File: config.mk
export PLATFORM = sky130hd
export DESIGN_NAME = ask2_keyboard_scanner_flat
export DESIGN_NICKNAME = d
export VERILOG_FILES = /design/src/rtl/ask2_kbd_pkg.sv /design/src/rtl/ask2_keyboard_scanner_if.sv /design/src/rtl/ask2_kbd_row_scanner.sv /design/src/rtl/ask2_keyboard_scanner.sv /design/src/flat_wrapper.sv
export SDC_FILE = /design/constraint.sdc
export NUM_CORES = 1
export LEC_CHECK = 0
export BUFFER_PORTS_ARGS = -buffer_cell sky130_fd_sc_hd__buf_4
export CORE_MARGIN = 1.5
export CORE_UTILIZATION = 60
export CTS_BUF_LIST = sky130_fd_sc_hd__clkbuf_8
export DETAILED_ROUTE_END_ITERATION = 16
export PLACE_DENSITY = 0.89
export SETUP_SLACK_MARGIN = 0.4
export SYNTH_ARGS = -nofsm -noshare
export SYNTH_HDL_FRONTEND = slang
export SYNTH_HIERARCHICAL = 1
export SYNTH_SLANG_ARGS = --single-unit
File: constraint.sdc
create_clock -name clk -period 3.07 [get_ports clk]
set_input_delay 0.1535 -clock clk [delete_from_list [all_inputs] [get_ports clk]]
set_output_delay 0.1535 -clock clk [all_outputs]
set_load 0.1 [all_outputs]
File: src/rtl/ask2_kbd_pkg.sv
// ============================================================================
// Module   : ask2_kbd_pkg
// Brief    : Shared widths, key-word layout and debounce states for the scanner.
// Revision : 1.0
// ============================================================================
`default_nettype none

package ask2_kbd_pkg;

    localparam int KEY_CODE_W  = 5;
    localparam int KEY_WORD_W  = 6;
    localparam int PRESSED_BIT = 5;

    typedef enum logic [1:0] {
        IDLE       = 2'd0,
        PRESS_DB   = 2'd1,
        HELD       = 2'd2,
        RELEASE_DB = 2'd3
    } kbd_state_t;

    // Linear key code: row-major, so lower rows always outrank higher ones.
    function automatic logic [KEY_CODE_W-1:0] make_code(input int row, input int col, input int cols);
        int code;
        code = row * cols + col;
        return code[KEY_CODE_W-1:0];
    endfunction

endpackage

`default_nettype wire

File: src/rtl/ask2_keyboard_scanner_if.sv
// ============================================================================
// Module   : ask2_keyboard_scanner_if
// Brief    : Matrix pins and PIO key word of the keyboard scanner.
// Revision : 1.0
// ============================================================================
`default_nettype none

interface ask2_keyboard_scanner_if #(
    parameter int ROWS = 4,
    parameter int COLS = 8
);
    import ask2_kbd_pkg::*;

    logic [ROWS-1:0]       row_drive;
    logic [COLS-1:0]       col_sense;
    logic [KEY_WORD_W-1:0] key_out;
    logic                  key_strobe;

    // master: the scanner; slave: the matrix and the PIO it feeds.
    modport master (
        output row_drive,
        output key_out,
        output key_strobe,
        input  col_sense
    );

    modport slave (
        input  row_drive,
        input  key_out,
        input  key_strobe,
        output col_sense
    );

endinterface

`default_nettype wire

File: src/rtl/ask2_kbd_row_scanner.sv
// ============================================================================
// Module   : ask2_kbd_row_scanner
// Brief    : Column synchronizer, row prescaler/ring and per-frame key reducer.
// Revision : 1.0
// ============================================================================
`default_nettype none

module ask2_kbd_row_scanner
    import ask2_kbd_pkg::*;
#(
    parameter int ROWS     = 4,
    parameter int COLS     = 8,
    parameter int SCAN_DIV = 1000
) (
    input  wire logic                  clk,
    input  wire logic                  reset,
    input  wire logic [COLS-1:0]       i_col_sense,
    output logic      [ROWS-1:0]       o_row_drive,
    output logic                       o_frame_done,
    output logic                       o_frame_hit,
    output logic      [KEY_CODE_W-1:0] o_frame_code
);

    localparam int DIV_W = $clog2(SCAN_DIV);
    localparam int ROW_W = (ROWS > 1) ? $clog2(ROWS) : 1;
    localparam int COL_W = (COLS > 1) ? $clog2(COLS) : 1;

    localparam logic [DIV_W-1:0] c_div_last = DIV_W'(SCAN_DIV - 1);
    localparam logic [ROW_W-1:0] c_row_last = ROW_W'(ROWS - 1);

    logic [COLS-1:0]       r_col_meta;
    logic [COLS-1:0]       r_col_sync;
    logic [DIV_W-1:0]      r_div;
    logic [ROW_W-1:0]      r_row;
    logic [ROWS-1:0]       r_row_drive;
    logic                  r_acc_hit;
    logic [KEY_CODE_W-1:0] r_acc_code;
    logic                  r_frame_done;
    logic                  r_frame_hit;
    logic [KEY_CODE_W-1:0] r_frame_code;

    logic                  w_row_hit;
    logic [COL_W-1:0]      w_col_idx;
    logic [KEY_CODE_W-1:0] w_row_code;
    logic [ROW_W-1:0]      w_next_row;
    logic                  w_acc_hit_n;
    logic [KEY_CODE_W-1:0] w_acc_code_n;

    // Lowest active (low) column in the currently driven row.
    always_comb begin
        w_row_hit = 1'b0;
        w_col_idx = '0;
        for (int c = COLS - 1; c >= 0; c--) begin
            if (!r_col_sync[c]) begin
                w_row_hit = 1'b1;
                w_col_idx = COL_W'(c);
            end
        end
    end

    assign w_row_code   = w_row_hit ? make_code(int'(r_row), int'(w_col_idx), COLS) : '0;
    assign w_next_row   = (r_row == c_row_last) ? '0 : r_row + 1'b1;
    assign w_acc_hit_n  = r_acc_hit | w_row_hit;
    assign w_acc_code_n = r_acc_hit ? r_acc_code : w_row_code;

    always_ff @(posedge clk) begin
        if (reset) begin
            r_col_meta   <= '0;
            r_col_sync   <= '0;
            r_div        <= '0;
            r_row        <= '0;
            r_row_drive  <= ~ROWS'(1);
            r_acc_hit    <= 1'b0;
            r_acc_code   <= '0;
            r_frame_done <= 1'b0;
            r_frame_hit  <= 1'b0;
            r_frame_code <= '0;
        end else begin
            r_col_meta   <= i_col_sense;
            r_col_sync   <= r_col_meta;
            r_frame_done <= 1'b0;
            if (r_div == c_div_last) begin
                r_div       <= '0;
                r_row       <= w_next_row;
                r_row_drive <= ~(ROWS'(1) << w_next_row);
                if (r_row == c_row_last) begin
                    r_frame_done <= 1'b1;
                    r_frame_hit  <= w_acc_hit_n;
                    r_frame_code <= w_acc_code_n;
                    r_acc_hit    <= 1'b0;
                    r_acc_code   <= '0;
                end else begin
                    r_acc_hit    <= w_acc_hit_n;
                    r_acc_code   <= w_acc_code_n;
                end
            end else begin
                r_div <= r_div + 1'b1;
            end
        end
    end

    assign o_row_drive  = r_row_drive;
    assign o_frame_done = r_frame_done;
    assign o_frame_hit  = r_frame_hit;
    assign o_frame_code = r_frame_code;

endmodule

`default_nettype wire

File: src/rtl/ask2_keyboard_scanner.sv
// ============================================================================
// Module   : ask2_keyboard_scanner
// Brief    : 4x8 matrix scanner with frame debounce producing {pressed, code}.
// Revision : 1.0
// ============================================================================
`default_nettype none

module ask2_keyboard_scanner
    import ask2_kbd_pkg::*;
#(
    parameter int ROWS           = 4,
    parameter int COLS           = 8,
    parameter int SCAN_DIV       = 1000,
    parameter int DEBOUNCE_SCANS = 8
) (
    input  wire logic              clk,
    input  wire logic              reset,
    ask2_keyboard_scanner_if.master kbd
);

    localparam int             CNT_W     = $clog2(DEBOUNCE_SCANS + 1);
    localparam logic [CNT_W-1:0] c_cnt_db  = CNT_W'(DEBOUNCE_SCANS);
    localparam logic [CNT_W-1:0] c_cnt_one = CNT_W'(1);
    localparam bit             c_db_one  = (DEBOUNCE_SCANS == 1);

    logic                  w_frame_done;
    logic                  w_frame_hit;
    logic [KEY_CODE_W-1:0] w_frame_code;
    logic [ROWS-1:0]       w_row_drive;
    logic                  w_match_cand;
    logic                  w_match_held;
    logic [CNT_W-1:0]      w_cnt_inc;
    logic                  w_cnt_done;

    kbd_state_t            r_state;
    logic [CNT_W-1:0]      r_cnt;
    logic [KEY_CODE_W-1:0] r_cand;
    logic [KEY_WORD_W-1:0] r_key_out;
    logic                  r_key_strobe;

    ask2_kbd_row_scanner #(
        .ROWS     (ROWS),
        .COLS     (COLS),
        .SCAN_DIV (SCAN_DIV)
    ) u_row_scanner (
        .clk          (clk),
        .reset        (reset),
        .i_col_sense  (kbd.col_sense),
        .o_row_drive  (w_row_drive),
        .o_frame_done (w_frame_done),
        .o_frame_hit  (w_frame_hit),
        .o_frame_code (w_frame_code)
    );

    assign w_match_cand = w_frame_hit && (w_frame_code == r_cand);
    assign w_match_held = w_frame_hit && (w_frame_code == r_key_out[KEY_CODE_W-1:0]);
    assign w_cnt_inc    = r_cnt + 1'b1;
    assign w_cnt_done   = (w_cnt_inc == c_cnt_db);

    always_ff @(posedge clk) begin
        if (reset) begin
            r_state      <= IDLE;
            r_cnt        <= '0;
            r_cand       <= '0;
            r_key_out    <= '0;
            r_key_strobe <= 1'b0;
        end else begin
            r_key_strobe <= 1'b0;
            if (w_frame_done) begin
                case (r_state)
                    IDLE: begin
                        if (w_frame_hit) begin
                            r_cand <= w_frame_code;
                            if (c_db_one) begin
                                r_key_out    <= {1'b1, w_frame_code};
                                r_key_strobe <= 1'b1;
                                r_cnt        <= '0;
                                r_state      <= HELD;
                            end else begin
                                r_cnt   <= c_cnt_one;
                                r_state <= PRESS_DB;
                            end
                        end
                    end
                    PRESS_DB: begin
                        if (w_match_cand) begin
                            if (w_cnt_done) begin
                                r_key_out    <= {1'b1, r_cand};
                                r_key_strobe <= 1'b1;
                                r_cnt        <= '0;
                                r_state      <= HELD;
                            end else begin
                                r_cnt <= w_cnt_inc;
                            end
                        end else if (w_frame_hit) begin
                            r_cand <= w_frame_code;
                            r_cnt  <= c_cnt_one;
                        end else begin
                            r_cnt   <= '0;
                            r_state <= IDLE;
                        end
                    end
                    HELD: begin
                        if (!w_match_held) begin
                            if (c_db_one) begin
                                r_key_out[PRESSED_BIT] <= 1'b0;
                                r_key_strobe           <= 1'b1;
                                r_cnt                  <= '0;
                                r_state                <= IDLE;
                            end else begin
                                r_cnt   <= c_cnt_one;
                                r_state <= RELEASE_DB;
                            end
                        end
                    end
                    RELEASE_DB: begin
                        if (w_match_held) begin
                            r_cnt   <= '0;
                            r_state <= HELD;
                        end else if (w_cnt_done) begin
                            // Code field is kept so software can see which key went up.
                            r_key_out[PRESSED_BIT] <= 1'b0;
                            r_key_strobe           <= 1'b1;
                            r_cnt                  <= '0;
                            r_state                <= IDLE;
                        end else begin
                            r_cnt <= w_cnt_inc;
                        end
                    end
                    default: begin
                        r_cnt   <= '0;
                        r_state <= IDLE;
                    end
                endcase
            end
        end
    end

    assign kbd.row_drive  = w_row_drive;
    assign kbd.key_out    = r_key_out;
    assign kbd.key_strobe = r_key_strobe;

endmodule

`default_nettype wire

File: src/flat_wrapper.sv
// flat-port wrapper written by rule: the top's interface ports become plain ports
module ask2_keyboard_scanner_flat import ask2_kbd_pkg::*;
#(
    parameter int ROWS           = 4,
    parameter int COLS           = 8,
    parameter int SCAN_DIV       = 1000,
    parameter int DEBOUNCE_SCANS = 8
)
  (clk, reset, kbd_row_drive, kbd_key_out, kbd_key_strobe, kbd_col_sense);
  ask2_keyboard_scanner_if #(.ROWS(ROWS), .COLS(COLS)) kbd_i ();
  input  wire logic clk;
  input  wire logic reset;
  output wire logic [$bits(kbd_i.row_drive)-1:0] kbd_row_drive;
  output wire logic [$bits(kbd_i.key_out)-1:0] kbd_key_out;
  output wire logic [$bits(kbd_i.key_strobe)-1:0] kbd_key_strobe;
  input wire logic [$bits(kbd_i.col_sense)-1:0] kbd_col_sense;
  assign kbd_row_drive = kbd_i.row_drive;
  assign kbd_key_out = kbd_i.key_out;
  assign kbd_key_strobe = kbd_i.key_strobe;
  assign kbd_i.col_sense = kbd_col_sense;
  ask2_keyboard_scanner #(.ROWS(ROWS), .COLS(COLS), .SCAN_DIV(SCAN_DIV), .DEBOUNCE_SCANS(DEBOUNCE_SCANS)) u_core (.clk(clk), .reset(reset), .kbd(kbd_i));
endmodule
; Word level (Yosys, flattened, before mapping)
; Index checks and enable logic that the tools add are counted.
[word_totals]
memories = 0
reg_bits = 63
ramBits = 0
latch_bits = 0
out_inout_bits = 11
word_cells = 106
mem_bits_ro = 0
[op_classes]
n_eq_ne = 18
n_div = 0
add_sub_neg = 4
n_reduce_logical = 14
shift = 1
bitwise = 4
n_mul = 0
muxes = 49
order_cmp = 0
[op_table]
columns = cell, count
row1 = two-way mux 5 bit, 5
row2 = two-way mux 3 bit, 8
row3 = two-way mux 4 bit, 5
row4 = two-way mux 1 bit, 16
row5 = two-way mux 2 bit, 8
row6 = one-hot mux 4 bit (4 select lines), 1
row7 = two-way mux 6 bit, 2
row8 = AND reduction 6 bit, 2
row9 = adder 10 x 1 -> 10 bit (second input constant), 1
row10 = equality test 10 bit (second input constant), 1
row11 = equality test 5 bit, 2
row12 = one-hot mux 5 bit (2 select lines), 1
row13 = != test 2 bit (second input constant), 4
row14 = one-hot mux 2 bit (4 select lines), 1
row15 = equality test 2 bit (second input constant), 3
row16 = != test 2 x 1 -> 1 bit (second input constant), 3
row17 = AND reduction 3 bit, 2
row18 = OR reduction 2 bit, 3
row19 = adder 5 x 3 -> 5 bit, 1
row20 = adder 4 x 1 -> 4 bit (second input constant), 1
row21 = equality test 4 bit (second input constant), 1
row22 = inverter 4 bit, 1
row23 = one-hot mux 1 bit (2 select lines), 2
row24 = AND reduction 4 bit, 1
row25 = 12 further kinds, 15

; Longest topological paths before layout
[depth]
ltp_word = 12
depth_mapped = 7
depth_no_buf = 5

; Cells and area by module
; Netlist, hierarchy kept.
[modules_own_cells]
columns = module, instances, area_per_inst_um2, seq_area_each_um2, cells_per_inst
row1 = ask2_kbd_row_scanner, 1, 1801.7, 900.9, 181
row2 = ask2_keyboard_scanner, 1, 991.0, 360.3, 110

; Worst setup path after synthesis
; Ideal clock, no wire load.
[synth_timing]
path_type = reg2reg
start = reg u_core.r_key_out[1], in the netlist u_core/kbd.key_out[1]
end = reg u_core.r_state[0]
n_path_buf = 0
arrival_time_ps = 1997
t_required_ps = 2954
setup_time_ps = 116
stages_incl_launch_ff = 6
period_less_slack_ps = 2113
setup_slack_ps = 957
cell_sequence = dfxtp_1 xnor2_1 and4_1 a21boi_0 a221o_1 and3_1
[synth_between]
elab_chain_len = 4
[synth_lines]
columns = item, line
row1 = from (decl), ask2_keyboard_scanner.sv:38  ; logic [KEY_WORD_W-1:0] r_key_out;
row2 = from (signal assigned), ask2_keyboard_scanner.sv:75  ; r_key_out <= {1'b1, w_frame_code};
row3 = from (signal assigned), ask2_keyboard_scanner.sv:88  ; r_key_out <= {1'b1, r_cand};
row4 = equality test 5 bit (*), ask2_keyboard_scanner.sv:56  ; assign w_match_held = w_frame_hit && (w_frame_code == r_key_out[KEY_CODE_W-1:0]);
row5 = logical AND 1 bit (*), ask2_keyboard_scanner.sv:56
row6 = "!= test 3 x 1 -> 1 bit (no line), or another cell as far along", -
row7 = AND reduction 6 bit (no line) / one-hot mux 2 bit (4 select lines) (equally long branches), -
row8 = to (signal assigned), ask2_keyboard_scanner.sv:62  ; r_state <= IDLE;
row9 = to (signal assigned), ask2_keyboard_scanner.sv:78  ; r_state <= HELD;
row10 = to (signal assigned), ask2_keyboard_scanner.sv:81  ; r_state <= PRESS_DB;
row11 = to (decl), ask2_keyboard_scanner.sv:35  ; kbd_state_t r_state;
; Mark *: on every way between the ends. The rest lies on a longest branch, timed or not.
; A chain may end at the register's enable or synchronous reset.

; Worst setup path after layout
[layout_timing]
start = reg u_core.u_row_scanner.r_frame_code[4], in the netlist u_core/u_row_scanner/o_frame_code[4]
end = reg u_core.r_key_out[4], in the netlist u_core/kbd.key_out[4]
[layout_between]
elab_chain_len = 3
[layout_lines]
columns = item, line
row1 = from (decl), ask2_kbd_row_scanner.sv:40  ; logic [KEY_CODE_W-1:0] r_frame_code;
row2 = from (signal assigned), ask2_kbd_row_scanner.sv:89  ; r_frame_code <= w_acc_code_n;
row3 = equality test 5 bit, ask2_keyboard_scanner.sv:55  ; assign w_match_cand = w_frame_hit && (w_frame_code == r_cand);
row4 = logical AND 1 bit, ask2_keyboard_scanner.sv:55
row5 = AND reduction 4 bit (no line), -
; No other way between the ends.

==> metrics.md <==
| Metric | Value |
|---|---|
| Total GRT Usage | `20.6%` |
| Post-synth EDFFs | `0` |
| Cell Area, Synth | `2790 um^2` |
| Final Skew | `0.0105 ns` |
| Non-Filler Instances | `365` |
| Hold Slack | `0.0266 ns` |
| Die Ht | `71.2 um` |
| Beginning of the critical path | `u_core/u_row_scanner/o_frame_code[4]` |
| Cell variety after synth | `59` |
| Layout cell share with drive strength beyond 1 | `15.3%` |
| Peak supply drop | `0.000417 V` |
| Period Utilization, post-route | `62.5%` |
| Drt drc | `0` |
| Primary FF master, synth | `dfxtp_1` |
| PortBufs | `20` |
| Sequential area share after synthesis | `45.2%` |
| Pre-CTS setup slack | `1.17 ns` |
| Hpwl dp | `3270 um` |
| Worst-margin pin slew | `0.589 ns` |
| Antenna viol nets, final | `0` |
| Initial antenna violation count | `0` |
| Final setup viols | `0` |
| Most frequent cells in the layout | `63 x dfxtp_1, 30 x nor2_1, 21 x buf_4` |
| Peak Freq | `521 MHz` |
| Max-Cap Viols | `0` |
| Flop2flop setup slack | `1.15 ns` |
| Design area | `3110 um^2` |
| Initial drt markers | `109` |
| CTS tree | `yes` |
| Root buf cell | `clkbuf_8` |
| Hold/Removal Path Class | `primary input to flip-flop` |
| Clk Latency, worst-skew pair | `0.34 ns` |
| Req. time, crit path | `3.27 ns` |
| Total gr overflow | `0` |
| Final RePlAce weighted congestion | `0.834` |
| Relative slew margins | `60.7%` |
| Placed Cells | `349` |
| Vias in the first global route | `1944` |
| Core area | `4410 um^2` |
| Via/cell ratio | `5.71` |
| Setup_tns | `0 ns` |
| Lkg Pwr | `1.15 nW` |
| Synthesized instance count | `291` |
| Clock-pin slew on the worst setup and hold paths | `0.07 ns` |
| Die width | `71.2 um` |
| Routed WL | `4820 um` |
| Commonest non-fill, non-tap cell in the layout | `dfxtp_1` |
| Htree depth | `3` |
| Worst Setup End Kind | `flip-flop` |
| Synth Register Bits | `63` |
| Startpoint types | `flip-flop` |
| Worst Path Arrival | `2.12 ns` |
| Clock Path Buffers | `2` |
| Mean Syn Cell Area | `9.60 um^2` |
| Num rows | `24` |
| Post-synth ARST share | `0%` |
| Setup ws final | `1.15 ns` |
| Post-layout nets | `325` |
| Final Core Density | `70.5%` |
| Drt first pass iters | `4` |
| Die area | `5070 um^2` |
| Global-route wire length before repair | `8260 um` |
| Post_cts resized | `0` |
| Reg-to-reg critical path startpoint | `u_core/u_row_scanner/o_frame_code[4]` |
| Initial Util | `63.3%` |
| Power Density | `510 nW/um^2` |
| Clk sinks | `63` |
| Max-slew violations | `0` |
| RSZ-0062 raised after global routing | `no` |
| CTS buffer count | `9` |
| Number of diodes | `0` |
| Final hold violation count | `0` |
| Worst-case reg-to-reg path depth | `5` |
| Routed WL per cell | `13.2 um` |
| Min Tclk post-route | `1.92 ns` |
| Vias | `2083` |
| Syn nets | `308` |
| Post-CTS setup buffer count | `0` |
| I/O pins | `21` |
| CP Max Fanout | `5` |
| CTS Hold Bufs | `0` |
| Ys Warns | `6` |
| Hold depth | `2` |
| Synthesis-to-layout area growth | `11.4%` |
| Area after DPL | `2920 um^2` |
| Type of the worst setup path | `flip-flop to flip-flop` |
| Status | `finished clean` |
| Hold Crit Start | `kbd_col_sense[6]` |
| Pwr Total | `1.59 mW` |
| Largest net degree at the start of global routing | `65` |
-- final timing paths --
kind                                                      endpoint
worst min-delay path            u_core/u_row_scanner/r_col_meta[6]
worst max register to register               u_core/kbd.key_out[4]
worst max-delay path                         u_core/kbd.key_out[4]
worst min register to register  u_core/u_row_scanner/r_col_sync[1]
-- cells by family after synthesis --
logic type / Yosys count / synth area share [%]
AO/OA/AOI/OAI: 51 / 13.7
XOR/XNOR: 19 / 5.96
adder cells (fa/ha/maj): 7 / 3.14
buffers and inverters: 24 / 4.57
flip-flops: 63 / 45.2
multiplexers: 10 / 3.58
AND/OR/NAND/NOR: 117 / 23.9
-- worst max-delay path, cell delays in order (launching register included) --
cell,delay [ns]
dfxtp_1,0.35
xor2_1,0.15
or3_1,0.48
nor4_4,0.50
mux2i_1,0.24
nor2_1,0.06
-- area by class of cell --
type,count,area [um^2]
fillers,356,1300
flip-flops and latches,63,1260
clock buffers,10,138
multi-input cells,204,1400
repair buffers,21,158
inverters,9,33.8
clock inverters,6,52.6
well taps,52,65.1
-- per-layer routing --
layer  up-vias  GRT usage (%)  part of all wire (%)
met2        43           34.0                    48
met1       967           23.6                    46
met4         0           8.60                   1.4
met3         9           8.44                   4.6
li1       1064              -                     -
met5         -              0                     0
-- registers in the layout, indices dropped and copies added, names as in the netlist --
register and count:
u_core/u_row_scanner/r_div 10, u_core/u_row_scanner/r_acc_code 5, u_core/r_cnt 4, u_core/kbd.key_strobe 1, u_core/u_row_scanner/r_acc_hit 1, u_core/r_cand 5, u_core/r_state 2, u_core/u_row_scanner/o_frame_hit 1
u_core/u_row_scanner/r_row 2, u_core/u_row_scanner/o_frame_done 1, u_core/u_row_scanner/o_frame_code 5, u_core/u_row_scanner/r_col_meta 8, u_core/u_row_scanner/o_row_drive 4, u_core/kbd.key_out 6, u_core/u_row_scanner/r_col_sync 8
-- synth_stat cells (4+ instances only) --
cell	n	area, um^2
dfxtp_1	63	1260
nor2_1	30	113
nand2_1	20	75.1
nor2b_1	17	106
mux2i_1	10	100
nor3_1	10	50.1
xnor2_1	10	87.6
a21oi_1	9	45.0
inv_1	9	33.8
xor2_1	9	78.8
clkbuf_1	8	30.0
ha_1	7	87.6
a211oi_1	5	37.5
a31oi_1	5	31.3
a32o_1	5	50.1
nand3b_1	5	37.5
and2_1	4	25.0
nand4_1	4	25.0
o21ai_1	4	20.0
-- where the power goes --
| group | leakage, nW | internal [mW] | switching, mW |
|---|---|---|---|
| clock network | 0.108 | 0.387 | 0.301 |
| logic | 0.530 | 0.0226 | 0.0360 |
| registers | 0.512 | 0.833 | 0.00762 |
No activity file was read; power rests on OpenSTA's default activity.
